===== src/rtl/instruction_fetch_unit_if.sv =====
// rtl/instruction_fetch_unit_if.sv - IF stage bus bundle (hazard unit, ROM and IF/ID signals)
//
// Purpose: groups every non-clock/reset signal of the fetch stage.
// Ports (signals):
//   StallF, StallD, FlushD    hazard-unit controls into IF
//   PCSrcE, PCTargetE         EX-stage redirect request and byte target
//   A, RD                     instruction ROM word address / combinational read data
//   PCF                       current fetch PC
//   InstrD, PCD, PCPlus4D     IF/ID pipeline register contents
//   ValidD                    IF/ID holds a real instruction (0 = bubble)
//   MisalignErr               sticky misaligned-redirect flag
// Modports: slave = fetch unit, master = surrounding core / testbench.
interface instruction_fetch_unit_if #(
  parameter int AW    = 8,
  parameter int WIDTH = 32
);
  logic             StallF;
  logic             StallD;
  logic             FlushD;
  logic             PCSrcE;
  logic [31:0]      PCTargetE;
  logic [AW-1:0]    A;
  logic [WIDTH-1:0] RD;
  logic [31:0]      PCF;
  logic [WIDTH-1:0] InstrD;
  logic [31:0]      PCD;
  logic [31:0]      PCPlus4D;
  logic             ValidD;
  logic             MisalignErr;

  modport slave (
    input  StallF, StallD, FlushD, PCSrcE, PCTargetE, RD,
    output A, PCF, InstrD, PCD, PCPlus4D, ValidD, MisalignErr
  );

  modport master (
    output StallF, StallD, FlushD, PCSrcE, PCTargetE, RD,
    input  A, PCF, InstrD, PCD, PCPlus4D, ValidD, MisalignErr
  );
endinterface


===== src/rtl/instruction_fetch_unit.sv =====
// rtl/instruction_fetch_unit.sv - RV32I IF stage: PC register, next-PC select, IF/ID register
//
// Purpose: owns the fetch PC, addresses the combinational instruction ROM and
// registers the fetched word, its PC and PC+4 for decode.
// Ports:
//   clk    core clock, rising-edge state updates
//   reset  asynchronous active-high reset
//   bus    instruction_fetch_unit_if.slave (hazard controls, redirect, ROM, IF/ID outputs)
module instruction_fetch_unit #(
  parameter int          DEPTH    = 256,
  parameter int          WIDTH    = 32,
  parameter logic [31:0] RESET_PC = 32'h0000_0000
) (
  input  logic                     clk,
  input  logic                     reset,
  instruction_fetch_unit_if.slave  bus
);
  localparam int          AW          = $clog2(DEPTH);
  localparam logic [31:0] RESET_PC_AL = {RESET_PC[31:2], 2'b00};
  localparam logic [WIDTH-1:0] NOP    = WIDTH'(32'h0000_0013);

  logic [31:0]      pcf_q,       pcf_d;
  logic [WIDTH-1:0] instr_q,     instr_d;
  logic [31:0]      pcd_q,       pcd_d;
  logic [31:0]      pc_plus4d_q, pc_plus4d_d;
  logic             valid_q,     valid_d;
  logic             misalign_q,  misalign_d;
  logic [31:0]      pc_plus4_f;

  always_comb begin
    pc_plus4_f  = pcf_q + 32'd4;  // wraps silently at 2^32
    pcf_d       = pc_plus4_f;
    instr_d     = bus.RD;
    pcd_d       = pcf_q;
    pc_plus4d_d = pc_plus4_f;
    valid_d     = 1'b1;
    misalign_d  = misalign_q;

    // Redirect beats StallF: a resolved branch must never be lost to a stall.
    if (bus.PCSrcE) begin
      pcf_d = {bus.PCTargetE[31:2], 2'b00};
      if (bus.PCTargetE[1:0] != 2'b00) misalign_d = 1'b1;
    end else if (bus.StallF) begin
      pcf_d = pcf_q;
    end

    // A redirect squashes the wrong-path word currently on RD, even under StallD.
    if (bus.FlushD || bus.PCSrcE) begin
      instr_d     = NOP;
      pcd_d       = 32'd0;
      pc_plus4d_d = 32'd0;
      valid_d     = 1'b0;
    end else if (bus.StallD) begin
      instr_d     = instr_q;
      pcd_d       = pcd_q;
      pc_plus4d_d = pc_plus4d_q;
      valid_d     = valid_q;
    end
  end

  always_ff @(posedge clk or posedge reset) begin
    if (reset) begin
      pcf_q       <= RESET_PC_AL;
      instr_q     <= NOP;
      pcd_q       <= 32'd0;
      pc_plus4d_q <= 32'd0;
      valid_q     <= 1'b0;
      misalign_q  <= 1'b0;
    end else begin
      pcf_q       <= pcf_d;
      instr_q     <= instr_d;
      pcd_q       <= pcd_d;
      pc_plus4d_q <= pc_plus4d_d;
      valid_q     <= valid_d;
      misalign_q  <= misalign_d;
    end
  end

  // ROM is word addressed; upper PC bits alias modulo DEPTH.
  assign bus.A           = pcf_q[AW+1:2];
  assign bus.PCF         = pcf_q;
  assign bus.InstrD      = instr_q;
  assign bus.PCD         = pcd_q;
  assign bus.PCPlus4D    = pc_plus4d_q;
  assign bus.ValidD      = valid_q;
  assign bus.MisalignErr = misalign_q;
endmodule


===== src/flat_wrapper.sv =====
// flat-port wrapper written by rule: the top's interface ports become plain ports
module instruction_fetch_unit_flat 
#(
  parameter int          DEPTH    = 256,
  parameter int          WIDTH    = 32,
  parameter logic [31:0] RESET_PC = 32'h0000_0000
)
  (clk, reset, bus_StallF, bus_StallD, bus_FlushD, bus_PCSrcE, bus_PCTargetE, bus_RD, bus_A, bus_PCF, bus_InstrD, bus_PCD, bus_PCPlus4D, bus_ValidD, bus_MisalignErr);
  instruction_fetch_unit_if #(.AW(8), .WIDTH(WIDTH)) bus_i ();
  input  logic clk;
  input  logic reset;
  input wire logic [$bits(bus_i.StallF)-1:0] bus_StallF;
  input wire logic [$bits(bus_i.StallD)-1:0] bus_StallD;
  input wire logic [$bits(bus_i.FlushD)-1:0] bus_FlushD;
  input wire logic [$bits(bus_i.PCSrcE)-1:0] bus_PCSrcE;
  input wire logic [$bits(bus_i.PCTargetE)-1:0] bus_PCTargetE;
  input wire logic [$bits(bus_i.RD)-1:0] bus_RD;
  output wire logic [$bits(bus_i.A)-1:0] bus_A;
  output wire logic [$bits(bus_i.PCF)-1:0] bus_PCF;
  output wire logic [$bits(bus_i.InstrD)-1:0] bus_InstrD;
  output wire logic [$bits(bus_i.PCD)-1:0] bus_PCD;
  output wire logic [$bits(bus_i.PCPlus4D)-1:0] bus_PCPlus4D;
  output wire logic [$bits(bus_i.ValidD)-1:0] bus_ValidD;
  output wire logic [$bits(bus_i.MisalignErr)-1:0] bus_MisalignErr;
  assign bus_i.StallF = bus_StallF;
  assign bus_i.StallD = bus_StallD;
  assign bus_i.FlushD = bus_FlushD;
  assign bus_i.PCSrcE = bus_PCSrcE;
  assign bus_i.PCTargetE = bus_PCTargetE;
  assign bus_i.RD = bus_RD;
  assign bus_A = bus_i.A;
  assign bus_PCF = bus_i.PCF;
  assign bus_InstrD = bus_i.InstrD;
  assign bus_PCD = bus_i.PCD;
  assign bus_PCPlus4D = bus_i.PCPlus4D;
  assign bus_ValidD = bus_i.ValidD;
  assign bus_MisalignErr = bus_i.MisalignErr;
  instruction_fetch_unit #(.DEPTH(DEPTH), .WIDTH(WIDTH), .RESET_PC(RESET_PC)) u_core (.clk(clk), .reset(reset), .bus(bus_i));
endmodule

===== config.mk =====
export PLATFORM = sky130hd
export DESIGN_NAME = instruction_fetch_unit_flat
export DESIGN_NICKNAME = d
export VERILOG_FILES = /design/src/rtl/instruction_fetch_unit_if.sv /design/src/rtl/instruction_fetch_unit.sv /design/src/flat_wrapper.sv
export SDC_FILE = /design/constraint.sdc
export NUM_CORES = 1
export LEC_CHECK = 0
export ABC_AREA = 0
export BUFFER_PORTS_ARGS = -buffer_cell sky130_fd_sc_hd__buf_2
export CAP_MARGIN = 20
export CORE_MARGIN = 1.5
export CORE_UTILIZATION = 25
export CTS_CLUSTER_SIZE = 25
export DETAILED_ROUTE_END_ITERATION = 6
export SLEW_MARGIN = 20
export SYNTH_ARGS = -nofsm -noshare
export SYNTH_HDL_FRONTEND = slang
export SYNTH_SLANG_ARGS = --single-unit

===== constraint.sdc =====
create_clock -name clk -period 3.5 [get_ports clk]
set_input_delay 0.175 -clock clk [delete_from_list [all_inputs] [get_ports clk]]
set_output_delay 0.175 -clock clk [all_outputs]
set_load 0.05 [all_outputs]

After elaboration in Yosys (flattened, before gate mapping)

Index checks and enable logic that the tools add are counted.

Flip-flop bits (word level): 130
Input bits: 70
Output and inout bits: 138
Word-level logic and storage cells: 22

$add $sub $neg: 1
Equal/unequal tests: 2
Muxes and demuxes: 10
Reductions and logical operators: 3

Operators with widths:

| kind                                                   | number |
|---|---|
| two-way mux 32 bit                                     | 8 |
| adder 32 x 3 -> 32 bit (second input constant)         | 1 |
| inequality test 2 x 1 -> 1 bit (second input constant) | 2 |
| two-way mux 1 bit                                      | 2 |
| AND reduction 2 bit                                    | 1 |
| nonzero test 2 bit                                     | 1 |
| logical OR 1 bit                                       | 1 |

Logic depth before layout (Yosys ltp)

Depth after elaboration: 3
Mapped depth: 8

Least setup slack after synthesis

Ideal clock, no wire load.

Kind: flip-flop to flip-flop
Start: reg u_core.pcf_q[2] (netlist: u_core.bus.PCF[2])
End: reg u_core.pc_plus4d_q[20] (netlist: u_core.bus.PCPlus4D[20])
Arrival time: 2389 ps
Data required time: 3376 ps
Path slack: 987 ps
Stages on the path, launching flop included: 7
Clock period less this slack: 2513 ps
Cell sequence: dfrtp_1 > ha_1 > nand4_1 > or4_1 > buf_2 > o211a_1 > a211o_1

Word-level cells in the longest chain between the ends: 3

Ends and longest elaborated chain:

| what                     | line                         | source |
|---|---|---|
| start: declaration       | instruction_fetch_unit.sv:22 | `logic [31:0] pcf_q, pcf_d;` |
| start signal: assignment | instruction_fetch_unit.sv:70 | `pcf_q <= pcf_d;` |
| adder 32 x 3 -> 32 bit   | instruction_fetch_unit.sv:31 | `pc_plus4_f = pcf_q + 32'd4;` |
| two-way mux 32 bit       | instruction_fetch_unit.sv:53 | `end else if (bus.StallD) begin` |
| two-way mux 32 bit       | instruction_fetch_unit.sv:48 | `if (bus.FlushD \|\| bus.PCSrcE) begin` |
| end signal: assignment   | instruction_fetch_unit.sv:73 | `pc_plus4d_q <= pc_plus4d_d;` |
| end: declaration         | instruction_fetch_unit.sv:25 | `logic [31:0] pc_plus4d_q, pc_plus4d_d;` |

No other way between the ends. The select of a mux whose other input is x is not followed.
A chain may end at the register's enable or synchronous reset.

Worst setup path after layout

Start: reg u_core.pcf_q[5] (netlist: u_core.bus.PCF[5])
End: reg u_core.pcf_q[25] (netlist: u_core.bus.PCF[25])

Word-level cells in the longest chain between the ends: 3

Ends and longest elaborated chain:

| what                   | line                         | source |
|---|---|---|
| adder 32 x 3 -> 32 bit | instruction_fetch_unit.sv:31 |  |
| two-way mux 32 bit     | instruction_fetch_unit.sv:43 | `end else if (bus.StallF) begin` |
| two-way mux 32 bit     | instruction_fetch_unit.sv:40 | `if (bus.PCSrcE) begin` |

No other way between the ends. The select of a mux whose other input is x is not followed.

==> impl_metrics.json <==
{
  "pre_cts_ws_ps": 888,
  "cp_slowest_cell": "or4_1",
  "critPathLaunch": "u_core.bus.PCF[5]",
  "endpoint_kind": "register",
  "drv_cap": 0,
  "min_period_ps": 2620,
  "required_ps": 3840,
  "diodes": 0,
  "synth_top_flop_cell": "dfrtp_1",
  "drc_errors": 0,
  "clock.fmax_mhz": 381,
  "first_pass_iters": 4,
  "ff2ff_setup_slack_ps": 880,
  "die_w_um": 156,
  "grt_usage_pct": 16.8,
  "max_stage_delay_ps": 900,
  "hold_start": "bus_PCTargetE[19]",
  "netlist_area_um2": 5830,
  "cp_max_fo": 25,
  "clk_latency_ps": 420,
  "vias": 5294,
  "hp-class": "in -> reg",
  "cp_common_cell": "or4_1",
  "antenna_found_initial": 0,
  "rsz0062_at_grt": "no",
  "final-setup-viol-count": 0,
  "period_share_pct": 75.0,
  "finalWorstSetupSlack_ps": 876,
  "hpwlAfterDp_um": 13600,
  "port_buffers": 201,
  "globalplace.congestion": 0.781,
  "cts_buffers": 17,
  "timing.rr.end": "u_core.bus.PCF[25]",
  "initial_core_util_pct": 25.6,
  "finClkSkew_ps": 7.73,
  "ctsResizeCount": 0,
  "io_pins": 208,
  "drive_gt1_share_pct": 31.5,
  "ant_nets": 0,
  "whs_ps": 20.3,
  "crit_chain": "nand4_1 > buf_4 > or4_1 > or4_1 > a31oi_1",
  "powerDensity_nw_per_um2": 533,
  "avgViaCountPerCell": 4.77,
  "r2r_start": "u_core.bus.PCF[5]",
  "tightest_slew_ps": 940,
  "path_clk_slew_ps": 60,
  "ir_worst_vdd_v": 0.000291,
  "cts_num_sinks": 124,
  "cts_setup_buffers": 0,
  "cts-root-buf": "clkbuf_16",
  "cp.arrival_ps": 2960,
  "syn_inst": 564,
  "die_area_um2": 24300,
  "slew_violations": 0,
  "finalPower_uw": 4370,
  "tns_ps": 0,
  "cts-htree-levels": 4,
  "yosysSeqAreaShare_pct": 53.3,
  "critPathLaunchType": "register",
  "relSlewSlack_pct": 37.3,
  "cp-endpoint": "u_core.bus.PCF[25]",
  "grt_max_degree": 65,
  "rows": 55,
  "final_nets": 854,
  "status": "completed",
  "overflow": 0,
  "cts_tree": "built",
  "coreArea_um2": 22800,
  "grt_pass1_vias": 5183,
  "drtIter0Drc": 299,
  "yosysWarnings": 0,
  "avgSynthCellArea_um2": 10.3,
  "power_leakage_uw": 0.00386,
  "wl_per_cell_um": 18.3,
  "grt_pass1_wl_um": 30900,
  "routed_wl_um": 20300,
  "critPathKind": "reg -> reg",
  "area_growth_pct": 40.5,
  "clk_path_buf_depth": 2,
  "synth_edf_count": 0,
  "async_flop_share_pct": 100,
  "rr_worst_depth": 5,
  "synth_cell_types": 52,
  "dieHeight_um": 156,
  "hold_viol_final": 0,
  "synth_seq_cells": 124
}
cell families (layout without fill, tap and decap cells):
family / Yosys count / count (layout) / synth area share [%]
AO/OA/AOI/OAI: 143 / 143 / 18.6
XOR/XNOR: 26 / 26 / 3.90
adder cells (fa/ha/maj): 1 / 1 / 0.215
buffers and inverters: 78 / 305 / 6.48
flip-flops: 124 / 124 / 53.3
multiplexers: 1 / 1 / 0.172
other: 1 / 6 / 0.0643
AND/OR/NAND/NOR: 190 / 190 / 17.3
metrics by stage:
stage / area, um^2 / util (%) / std cells
finish: 8200 / 36.0 / 1109
global route: 8200 / 36.0 / 1109
CTS: 8200 / 36.0 / 1109
detailed placement: 7000 / 30.7 / 1023
global placement: 7000 / 30.7 / 1023
floorplan: 5850 / - / 569
layer usage:
layer	part of all wire, %	track usage, %	vias up
met5	0	0	-
met4	1.5	5.44	0
met3	8.1	5.64	20
met2	46	26.4	190
met1	44	21.8	2563
li1	-	-	2521
cell type report:
cell class / count / area, um^2
Sequential cell: 124 / 3110
Clock buffer: 22 / 474
Timing Repair Buffer: 267 / 1640
Clock inverter: 10 / 186
Tap cell: 313 / 392
Multi-Input combinational cell: 367 / 2370
Inverter: 6 / 27.5
Fill cell: 2301 / 14600
cell usage in the layout, fill, tap and decap left out, drive strengths merged, types with 10 or more instances in the layout:
cell type / count
dlygate4sd3: 54
nor2: 28
buf: 213
nand2: 57
clkbuf: 22
nand4: 16
o21ai: 31
nor4: 10
or4: 19
a22o: 58
xnor2: 21
nand3: 23
dfrtp: 121
nor3: 10
o211ai: 12
a31oi: 12
power by group:
group / leakage (uW) / internal [uW] / total (uW) / switching, uW
Sequential: 0.00162 / 1510 / 1630 / 120
Combinational: 0.00193 / 215 / 762 / 547
Clock: 0.000313 / 1320 / 1980 / 660
worst max-delay path: cells and delay by family, from the launching register on:
kind | cells | cell delay, ps
AO/OA/AOI/OAI | 1 | 170
buffers and inverters | 1 | 190
flip-flops | 1 | 530
AND/OR/NAND/NOR | 3 | 1650
worst min-delay path by stage:
stage	to	cells past startpoint	slack, ps
final	u_core.bus.PCF[19]	3	20
after global placement	u_core.bus.InstrD[16]	2	300
after floorplan	u_core.bus.ValidD	1	280
after detailed placement	u_core.bus.InstrD[19]	2	300
after CTS	u_core.bus.PCF[19]	3	0.9
after global routing	u_core.bus.PCF[27]	3	30
repair_timing:
action                     in CTS  in global routing
hold buffers                   54                  0
setup endpoints to repair       0                  0
hold endpoints to repair      111                  0
Yosys cell counts (2+ instances only):
| library cell | instances | area [um^2] |
|---|---|---|
| o41ai_1 | 5 | 43.8 |
| dfrtp_1 | 121 | 3030 |
| and2_1 | 2 | 12.5 |
| buf_2 | 14 | 70.1 |
| inv_1 | 5 | 18.8 |
| buf_1 | 7 | 26.3 |
| nand2_1 | 57 | 214 |
| or3_1 | 3 | 18.8 |
| a22o_1 | 58 | 508 |
| o22a_1 | 3 | 26.3 |
| xnor2_1 | 21 | 184 |
| a31oi_1 | 12 | 75.1 |
| o311ai_0 | 3 | 26.3 |
| nand3_1 | 23 | 115 |
| nor2b_1 | 2 | 12.5 |
| nand4_1 | 15 | 93.8 |
| nand4b_1 | 4 | 35.0 |
| and4_1 | 3 | 26.3 |
| xor2_1 | 5 | 43.8 |
| a221o_1 | 2 | 20.0 |
| a32oi_1 | 3 | 26.3 |
| or4_1 | 19 | 143 |
| o31ai_1 | 7 | 52.6 |
| o21ai_0 | 31 | 155 |
| nor4_1 | 10 | 62.6 |
| clkbuf_1 | 34 | 128 |
| dfstp_2 | 3 | 78.8 |
| o211ai_1 | 12 | 90.1 |
| or4b_1 | 3 | 30.0 |
| and3_1 | 3 | 18.8 |
| nor3_1 | 10 | 50.1 |
| nor2_1 | 28 | 105 |
| buf_4 | 16 | 120 |
| nor4b_1 | 2 | 17.5 |
registers in the layout, indices dropped and copies added (netlist names):
register	flops
u_core.bus.MisalignErr	1
u_core.bus.InstrD	32
u_core.bus.PCF	30
u_core.bus.PCD	30
u_core.bus.PCPlus4D	30
u_core.bus.ValidD	1
No activity file was read; power rests on OpenSTA's default activity.
